## src/rtl/ip2_dnn_responder.sv

```systemverilog
// rtl/ip2_dnn_responder.sv - IP2 DNN output emulator: answers each trigger rise with two serial streams
module ip2_dnn_responder #(
  parameter int   WIDTH      = 48,
  parameter int   LAT_W      = 6,
  parameter logic IDLE_LEVEL = 1'b0
) (
  input  logic             clk,
  input  logic             reset,
  input  logic             enable,
  input  logic             dut_i_reset_not,
  input  logic             dut_i_vin_test_trig_out,
  input  logic [WIDTH-1:0] cfg_pattern_0,
  input  logic [WIDTH-1:0] cfg_pattern_1,
  input  logic [LAT_W-1:0] cfg_latency,
  output logic             dut_o_dnn_output_0,
  output logic             dut_o_dnn_output_1,
  output logic             status_busy,
  output logic             status_done,
  output logic [7:0]       status_overrun_cnt,
  output logic [2:0]       responder_state
);

  localparam int BIT_W = (WIDTH > 1) ? $clog2(WIDTH) : 1;

  typedef enum logic [2:0] {
    ST_IDLE       = 3'd0,
    ST_RESET_HOLD = 3'd1,
    ST_ARMED      = 3'd2,
    ST_LATENCY    = 3'd3,
    ST_SHIFT      = 3'd4,
    ST_DONE       = 3'd5
  } state_t;

  state_t             state_q, state_d;
  logic               trig_q, trig_d;
  logic [WIDTH-1:0]   sh0_q, sh0_d;
  logic [WIDTH-1:0]   sh1_q, sh1_d;
  logic [LAT_W-1:0]   cnt_q, cnt_d;
  logic [BIT_W-1:0]   bit_q, bit_d;
  logic               out0_q, out0_d;
  logic               out1_q, out1_d;
  logic               busy_q, busy_d;
  logic               done_q, done_d;
  logic [7:0]         ovr_q, ovr_d;
  logic               rise;
  logic               abort;

  always_comb begin
    state_d = state_q;
    trig_d  = dut_i_vin_test_trig_out;
    sh0_d   = sh0_q;
    sh1_d   = sh1_q;
    cnt_d   = cnt_q;
    bit_d   = bit_q;
    ovr_d   = ovr_q;
    rise    = dut_i_vin_test_trig_out & ~trig_q;
    abort   = ~dut_i_reset_not && (state_q != ST_IDLE);

    case (state_q)
      ST_IDLE:       state_d = dut_i_reset_not ? ST_ARMED : ST_RESET_HOLD;
      ST_RESET_HOLD: if (dut_i_reset_not) state_d = ST_ARMED;
      ST_ARMED: begin
        if (rise) begin
          sh0_d = cfg_pattern_0;
          sh1_d = cfg_pattern_1;
          bit_d = '0;
          if (cfg_latency == '0) begin
            state_d = ST_SHIFT;
          end else begin
            cnt_d   = cfg_latency;
            state_d = ST_LATENCY;
          end
        end
      end
      ST_LATENCY: begin
        cnt_d = cnt_q - LAT_W'(1);
        if (cnt_q <= LAT_W'(1)) state_d = ST_SHIFT;
      end
      ST_SHIFT: begin
        sh0_d = sh0_q << 1;
        sh1_d = sh1_q << 1;
        bit_d = bit_q + BIT_W'(1);
        if (bit_q == BIT_W'(WIDTH - 1)) begin
          bit_d   = '0;
          state_d = ST_DONE;
        end
      end
      ST_DONE:       state_d = ST_ARMED;
      default:       state_d = ST_IDLE;
    endcase

    // Triggers that land while a response is in flight are only counted, never queued
    if (rise && !abort && (state_q == ST_LATENCY || state_q == ST_SHIFT) && ovr_q != 8'hFF)
      ovr_d = ovr_q + 8'd1;

    // reset_not low beats everything, including a capture in the same cycle
    if (abort) begin
      state_d = ST_RESET_HOLD;
      sh0_d   = '0;
      sh1_d   = '0;
      cnt_d   = '0;
      bit_d   = '0;
    end

    out0_d = (state_q == ST_SHIFT && !abort) ? sh0_q[WIDTH-1] : IDLE_LEVEL;
    out1_d = (state_q == ST_SHIFT && !abort) ? sh1_q[WIDTH-1] : IDLE_LEVEL;
    done_d = (state_q == ST_DONE) && !abort;
    busy_d = (state_d == ST_LATENCY) || (state_d == ST_SHIFT);

    if (!enable) begin
      state_d = ST_IDLE;
      trig_d  = 1'b0;
      sh0_d   = '0;
      sh1_d   = '0;
      cnt_d   = '0;
      bit_d   = '0;
      ovr_d   = '0;
      out0_d  = IDLE_LEVEL;
      out1_d  = IDLE_LEVEL;
      done_d  = 1'b0;
      busy_d  = 1'b0;
    end
  end

  always_ff @(posedge clk or posedge reset) begin
    if (reset) begin
      state_q <= ST_IDLE;
      trig_q  <= 1'b0;
      sh0_q   <= '0;
      sh1_q   <= '0;
      cnt_q   <= '0;
      bit_q   <= '0;
      out0_q  <= IDLE_LEVEL;
      out1_q  <= IDLE_LEVEL;
      busy_q  <= 1'b0;
      done_q  <= 1'b0;
      ovr_q   <= '0;
    end else begin
      state_q <= state_d;
      trig_q  <= trig_d;
      sh0_q   <= sh0_d;
      sh1_q   <= sh1_d;
      cnt_q   <= cnt_d;
      bit_q   <= bit_d;
      out0_q  <= out0_d;
      out1_q  <= out1_d;
      busy_q  <= busy_d;
      done_q  <= done_d;
      ovr_q   <= ovr_d;
    end
  end

  assign dut_o_dnn_output_0 = out0_q;
  assign dut_o_dnn_output_1 = out1_q;
  assign status_busy        = busy_q;
  assign status_done        = done_q;
  assign status_overrun_cnt = ovr_q;
  assign responder_state    = state_q;

endmodule

```

## config.mk

```make
export PLATFORM = sky130hd
export DESIGN_NAME = ip2_dnn_responder
export DESIGN_NICKNAME = d
export VERILOG_FILES = /design/src/rtl/ip2_dnn_responder.sv
export SDC_FILE = /design/constraint.sdc
export NUM_CORES = 1
export LEC_CHECK = 0
export ABC_AREA = 0
export CAP_MARGIN = 20
export CORE_ASPECT_RATIO = 0.5
export CORE_MARGIN = 5
export CORE_UTILIZATION = 30
export DETAILED_ROUTE_END_ITERATION = 8
export PLACE_DENSITY = 0.64
export SLEW_MARGIN = 20
export SYNTH_ARGS = -nofsm -noshare
export SYNTH_HDL_FRONTEND = slang
export SYNTH_SLANG_ARGS = --single-unit
```

## constraint.sdc

```tcl
create_clock -name clk -period 3.8 [get_ports clk]
set_input_delay 0.76 -clock clk [delete_from_list [all_inputs] [get_ports clk]]
set_output_delay 0.76 -clock clk [all_outputs]
set_load 0.01 [all_outputs]
```

Word level (Yosys, flattened, before mapping)
Cells that the tools add are included.

operators by class
  eq/ne operators = 14
  bitwise gates (word level) = 3
  $add $sub $neg = 3
  order comparisons = 1
  muxes and demuxes = 36
  reduce and logical (&&, ||, !) cells = 14

operators with widths
  operator                                                                number
  48-bit 2-to-1 mux                                                       6
  48-bit one-hot mux with 2 select lines                                  2
  6-bit 2-to-1 mux                                                        8
  6-bit one-hot mux with 2 select lines                                   2
  3-bit 2-to-1 mux                                                        7
  3-bit one-hot mux with 6 select lines                                   1
  8-bit 2-to-1 mux                                                        2
  3-bit by 2-bit equality test with 1-bit output (second input constant)  3
  3-bit equality test (second input constant)                             3
  8-bit by 1-bit adder with 8-bit output (second input constant)          1
  4-bit by 1-bit != test with 1-bit output (second input constant)        2
  4-bit != test (second input constant)                                   2
  8-bit != test (second input constant)                                   1
  1-bit 2-to-1 mux                                                        7
  6-bit by 1-bit adder with 6-bit output (second input constant)          1
  6-bit equality test (second input constant)                             1
  6-bit by 1-bit <= comparator with 1-bit output (second input constant)  1
  1-bit logical AND                                                       6
  6-bit logical NOT                                                       1
  6-bit by 1-bit subtractor with 6-bit output (second input constant)     1
  3-bit by 1-bit equality test with 1-bit output (second input constant)  1
  3-bit logical NOT                                                       1
  3-bit AND reduction                                                     1
  3-bit nonzero test                                                      1
  7 further kinds                                                         9

word-level totals
  input port bits = 107
  logic and storage cells = 82
  register bits = 124

Longest topological paths before layout
  depth after elaboration = 8
  mapped depth = 7
  mapped depth without buffers = 6

Least setup slack after synthesis
OpenSTA, ideal clock, no wires.

  kind = input -> register
  from = in cfg_latency[2]
  to = reg cnt_q[1]
  path slack = 1,628 ps
  arrival = 2,072 ps
  library setup time = 99 ps
  required time = 3,701 ps
  stages = 4
  cell sequence = or4_1 -> o31ai_1 -> a211oi_1 -> a311oi_1

on the way
  word-level cells in the longest chain between the ends = 3

RTL lines
  element                        RTL line  source
  from (decl)                    14        input logic [LAT_W-1:0] cfg_latency,
  6-bit logical NOT              67        if (cfg_latency == '0) begin
  4-bit != test (no line)        --
  3-bit AND reduction (no line)  --
  to (signal assigned)           143       cnt_q <= cnt_d;
  to (decl)                      38        logic [LAT_W-1:0] cnt_q, cnt_d;

No other way between the ends.
A chain may end at the register's enable or synchronous reset.

Worst setup path in the final report
  from = reg state_q[0] (netlist: responder_state[0])
  to = reg ovr_q[6] (netlist: status_overrun_cnt[6])

on the way
  word-level cells in the longest chain between the ends = 7
  elaborated cells between the ends (all ways) = 10
  those cells by class = eq/ne (3); reduce/logical (7)

RTL lines
  element                                                 RTL line  source
  from (decl)                                             34        state_t state_q, state_d;
  from (signal assigned)                                  139       state_q <= state_d;
  3-bit nonzero test                                      57        abort = ~dut_i_reset_not && (state_q != ST_IDLE);
  1-bit logical AND                                       57
  1-bit logical NOT                                       93        if (rise && !abort && (state_q == ST_LATENCY || state_q == ST_SHIFT) && ovr_q != 8'hFF)
  1-bit logical AND                                       93
  1-bit logical AND (*) (2 in a row)                      93
  2-bit by 1-bit != test with 1-bit output (no line) (*)  --
  to (signal assigned)                                    149       ovr_q <= ovr_d;
  to (decl)                                               44        logic [7:0] ovr_q, ovr_d;

Every way passes the cells marked *; elsewhere a longest branch is shown, timed or not.

==> impl_metrics.sql <==
INSERT INTO impl_metrics (metric_group, metric, value, unit) VALUES
('grt', 'grt_first_pass_wirelength', '27.4', 'mm'),
('final_layout', 'layout-area-overhead-vs-synth', '34.4', '%'),
('sta', 'final.setup.tns', '0', 'ns'),
('yosys', 'ys_dominant_reg_cell', 'sky130_fd_sc_hd__dfrtp_1', ''),
('worst_setup_path', 'arrival', '2.96', 'ns'),
('pwr', 'static-leakage-power', '0.00337', 'uW'),
('yosys', 'netlist_instances', '705', ''),
('clock_network', 'post_cts.resized_instances', '0', ''),
('place', 'gp_congestion', '0.779', ''),
('yosys', 'most_instantiated_cells_after_synthesis', '197 x sky130_fd_sc_hd__nand2_1, 124 x sky130_fd_sc_hd__dfrtp_1, 105 x sky130_fd_sc_hd__nor2_1', ''),
('clock_network', 'cts_inserted_buffers', '17', ''),
('floorplanning', 'die_area', '23700', 'sq um'),
('clock_network', 'cts_tree', 'built', ''),
('detailed_routing', 'dr.pass1.iters', '5', ''),
('min_path', 'worstHoldEndpoint', 'dut_o_dnn_output_1', ''),
('worst_setup_path', 'timing.critical_path.slowest_stage_cell', 'sky130_fd_sc_hd__or3b_4', ''),
('worst_setup_path', 'regToRegEndpoint', 'status_overrun_cnt[6]', ''),
('clock_network', 'clock_tree.root_cell', 'sky130_fd_sc_hd__clkbuf_16', ''),
('grt', 'globalRoute.totalOverflow', '0', ''),
('grt', 'first_global_vias', '5410', ''),
('yosys', 'synth_largest_area_cell', 'sky130_fd_sc_hd__dfrtp_1', ''),
('worst_setup_path', 'path_class', 'flop to flop', ''),
('worst_setup_path', 'critical_path.top_delay_family', 'simple AND/OR/NAND/NOR gates', ''),
('worst_setup_path', 'critical-path-max-stage-delay', '0.68', 'ns'),
('yosys', 'synth-seq-area-share', '50.3', '%'),
('yosys', 'post_synthesis_area_per_instance', '8.74', 'sq um'),
('sta', 'grt_setup_unrepaired', 'false', ''),
('pwr', 'power.ir.vdd_worst', '299', 'uV'),
('worst_setup_path', 'timing.reg2reg.worst_path_depth', '4', ''),
('yosys', 'synth_seq_cells', '124', ''),
('sta', 'number_of_failing_setup_endpoints_in_the_final_timing_report', '0', ''),
('min_path', 'hp-class', 'flop to flop', ''),
('yosys', 'asyncSetResetFlopFracSynth', '100', '%'),
('run', 'maxCapViolations', '0', ''),
('worst_setup_path', 'timing.critical_path.required', '4.09', 'ns'),
('yosys', 'synth_enable_flop_cells', '0', ''),
('clock_network', 'cts.htree.levels', '4', ''),
('place', 'dpl.hpwl', '10.8', 'mm'),
('final_layout', 'layout-drive-gt1-share', '6.54', '%'),
('detailed_routing', 'dr_total_vias', '5509', ''),
('sta', 'period_minus_slack', '2.67', 'ns'),
('status', 'status', 'finished clean', ''),
('yosys', 'yosys_warnings', '0', ''),
('floorplanning', 'core', '20400', 'sq um'),
('yosys', 'synth.most_common_cell', 'sky130_fd_sc_hd__nand2_1', ''),
('clock_network', 'clk_pin_slew_worst_paths', '0.06', 'ns'),
('sta', 'relSlewSlack', '51.6', '%'),
('detailed_routing', 'detailedRoute.firstIterationViolations', '495', ''),
('yosys', 'synth.cell_area', '6160', 'sq um'),
('yosys', 'synth.top_cells.by_area', 'sky130_fd_sc_hd__dfrtp_1 50%, sky130_fd_sc_hd__a311oi_1 13%, sky130_fd_sc_hd__nand2_1 12%', ''),
('clock_network', 'cts-hold-fix-buffers', '0', ''),
('sta', 'max_clock_freq', '0.374', 'GHz'),
('worst_setup_path', 'crit_buf_inv', '0', ''),
('min_path', 'worst_hold_path.num_cells', '1', ''),
('detailed_routing', 'detail-route-antenna-nets', '0', ''),
('floorplanning', 'io_pins', '122', ''),
('floorplanning', 'chipHeight', '111', 'microns'),
('sta', 'finalClockSkew', '0.00915', 'ns'),
('floorplanning', 'die_x', '213', 'microns'),
('detailed_routing', 'wl_per_cell', '15.1', 'microns'),
('final_layout', 'nets', '908', ''),
('grt', 'grt_antenna_before_repair', '1', ''),
('detailed_routing', 'viasPerCell', '5.08', ''),
('clock_network', 'cts_num_sinks', '124', ''),
('detailed_routing', 'drcViolationCount', '0', ''),
('pwr', 'totalPowerFinal', '3570', 'uW'),
('detailed_routing', 'wirelength', '16.3', 'mm'),
('grt', 'grt_util_all_layers', '13.8', '%'),
('floorplanning', 'floorplan.initialDensity', '30.3', '%'),
('grt', 'grt_max_degree', '125', ''),
('worst_setup_path', 'startpoint_type', 'flop', '');
-- routing by layer --
layer	global-route usage [%]	part of all wire (%)	wire length (microns)
met2	22.7	50	8180
met3	2.73	3.1	502
met4	3.71	0.80	130
met5	0	0	0
met1	18.7	46	7530
-- through the flow --
stage          cell area (sq um)  setup slack (ns)  hold slack (ns)  cells  util, %
6_report                    8280              1.13            0.519   1084     40.7
5_1_grt                     8280             0.991            0.547   1084     40.7
4_1_cts                     8280              1.11            0.521   1083     40.7
3_5_place_dp                7670             0.865            0.512   1051     37.7
3_3_place_gp                7670             0.926            0.500   1051     37.7
2_1_floorplan               6170              1.51            0.473    705        -
-- power breakdown --
part	internal (uW)	switching, uW	total [uW]
clock network	1040	649	1690
registers	1380	44.1	1430
logic	211	236	447
total	2640	929	3570
-- state kept, by name, indices dropped and copies added (netlist names), 3 cells and up --
| name | count |
|---|---|
| bit_q | 6 |
| cnt_q | 6 |
| responder_state | 3 |
| sh0_q | 48 |
| sh1_q | 48 |
| status_overrun_cnt | 8 |
-- cells by family after synthesis --
| logic type | share of synthesized area [%] |
|---|---|
| compound gates | 20.2 |
| fa+ha+maj | 0.812 |
| mux | 0.325 |
| buf+inv | 4.34 |
| xor+xnor | 0.284 |
| flops | 50.3 |
| simple gates | 23.7 |
-- layout make-up --
type                    instances  area, sq um
inverters                       7         30.0
multi-input cells             513         2820
repair buffers                134         1370
clock inverters                15          185
fillers                      2037        12100
well taps                     273          342
clock buffers                  17          425
flip-flops and latches        124         3100
diodes                          1         2.50
-- worst max-delay path by stage --
| stage | startpoint | endpoint | cells past startpoint | slack, ns |
|---|---|---|---|---|
| detailed placement | dut_i_vin_test_trig_out | sh1_q[27] | 6 | 0.86 |
| CTS | responder_state[0] | status_overrun_cnt[6] | 4 | 1.11 |
| finish | responder_state[0] | status_overrun_cnt[6] | 4 | 1.13 |
| global route | responder_state[0] | status_overrun_cnt[6] | 4 | 0.99 |
| floorplan | reset | bit_q[0] | 1 | 1.51 |
| global placement | dut_i_vin_test_trig_out | sh0_q[42] | 6 | 0.93 |
-- cells in the final DEF, fill, tap and decap left out, types with 4 or more instances in the layout --
master	n
sky130_fd_sc_hd__a211oi_1	4
sky130_fd_sc_hd__a21oi_1	14
sky130_fd_sc_hd__a311oi_1	95
sky130_fd_sc_hd__buf_12	5
sky130_fd_sc_hd__buf_4	8
sky130_fd_sc_hd__clkbuf_16	17
sky130_fd_sc_hd__clkdlybuf4s50_1	121
sky130_fd_sc_hd__dfrtp_1	124
sky130_fd_sc_hd__ha_1	4
sky130_fd_sc_hd__inv_1	5
sky130_fd_sc_hd__inv_6	6
sky130_fd_sc_hd__nand2_1	197
sky130_fd_sc_hd__nand2b_1	5
sky130_fd_sc_hd__nand3_1	8
sky130_fd_sc_hd__nor2_1	105
sky130_fd_sc_hd__o21ai_0	6
sky130_fd_sc_hd__o2bb2ai_1	4
sky130_fd_sc_hd__o31ai_1	6
sky130_fd_sc_hd__or3_1	4
sky130_fd_sc_hd__or4_1	4
Note: power is estimated with default switching activity, not from simulation.
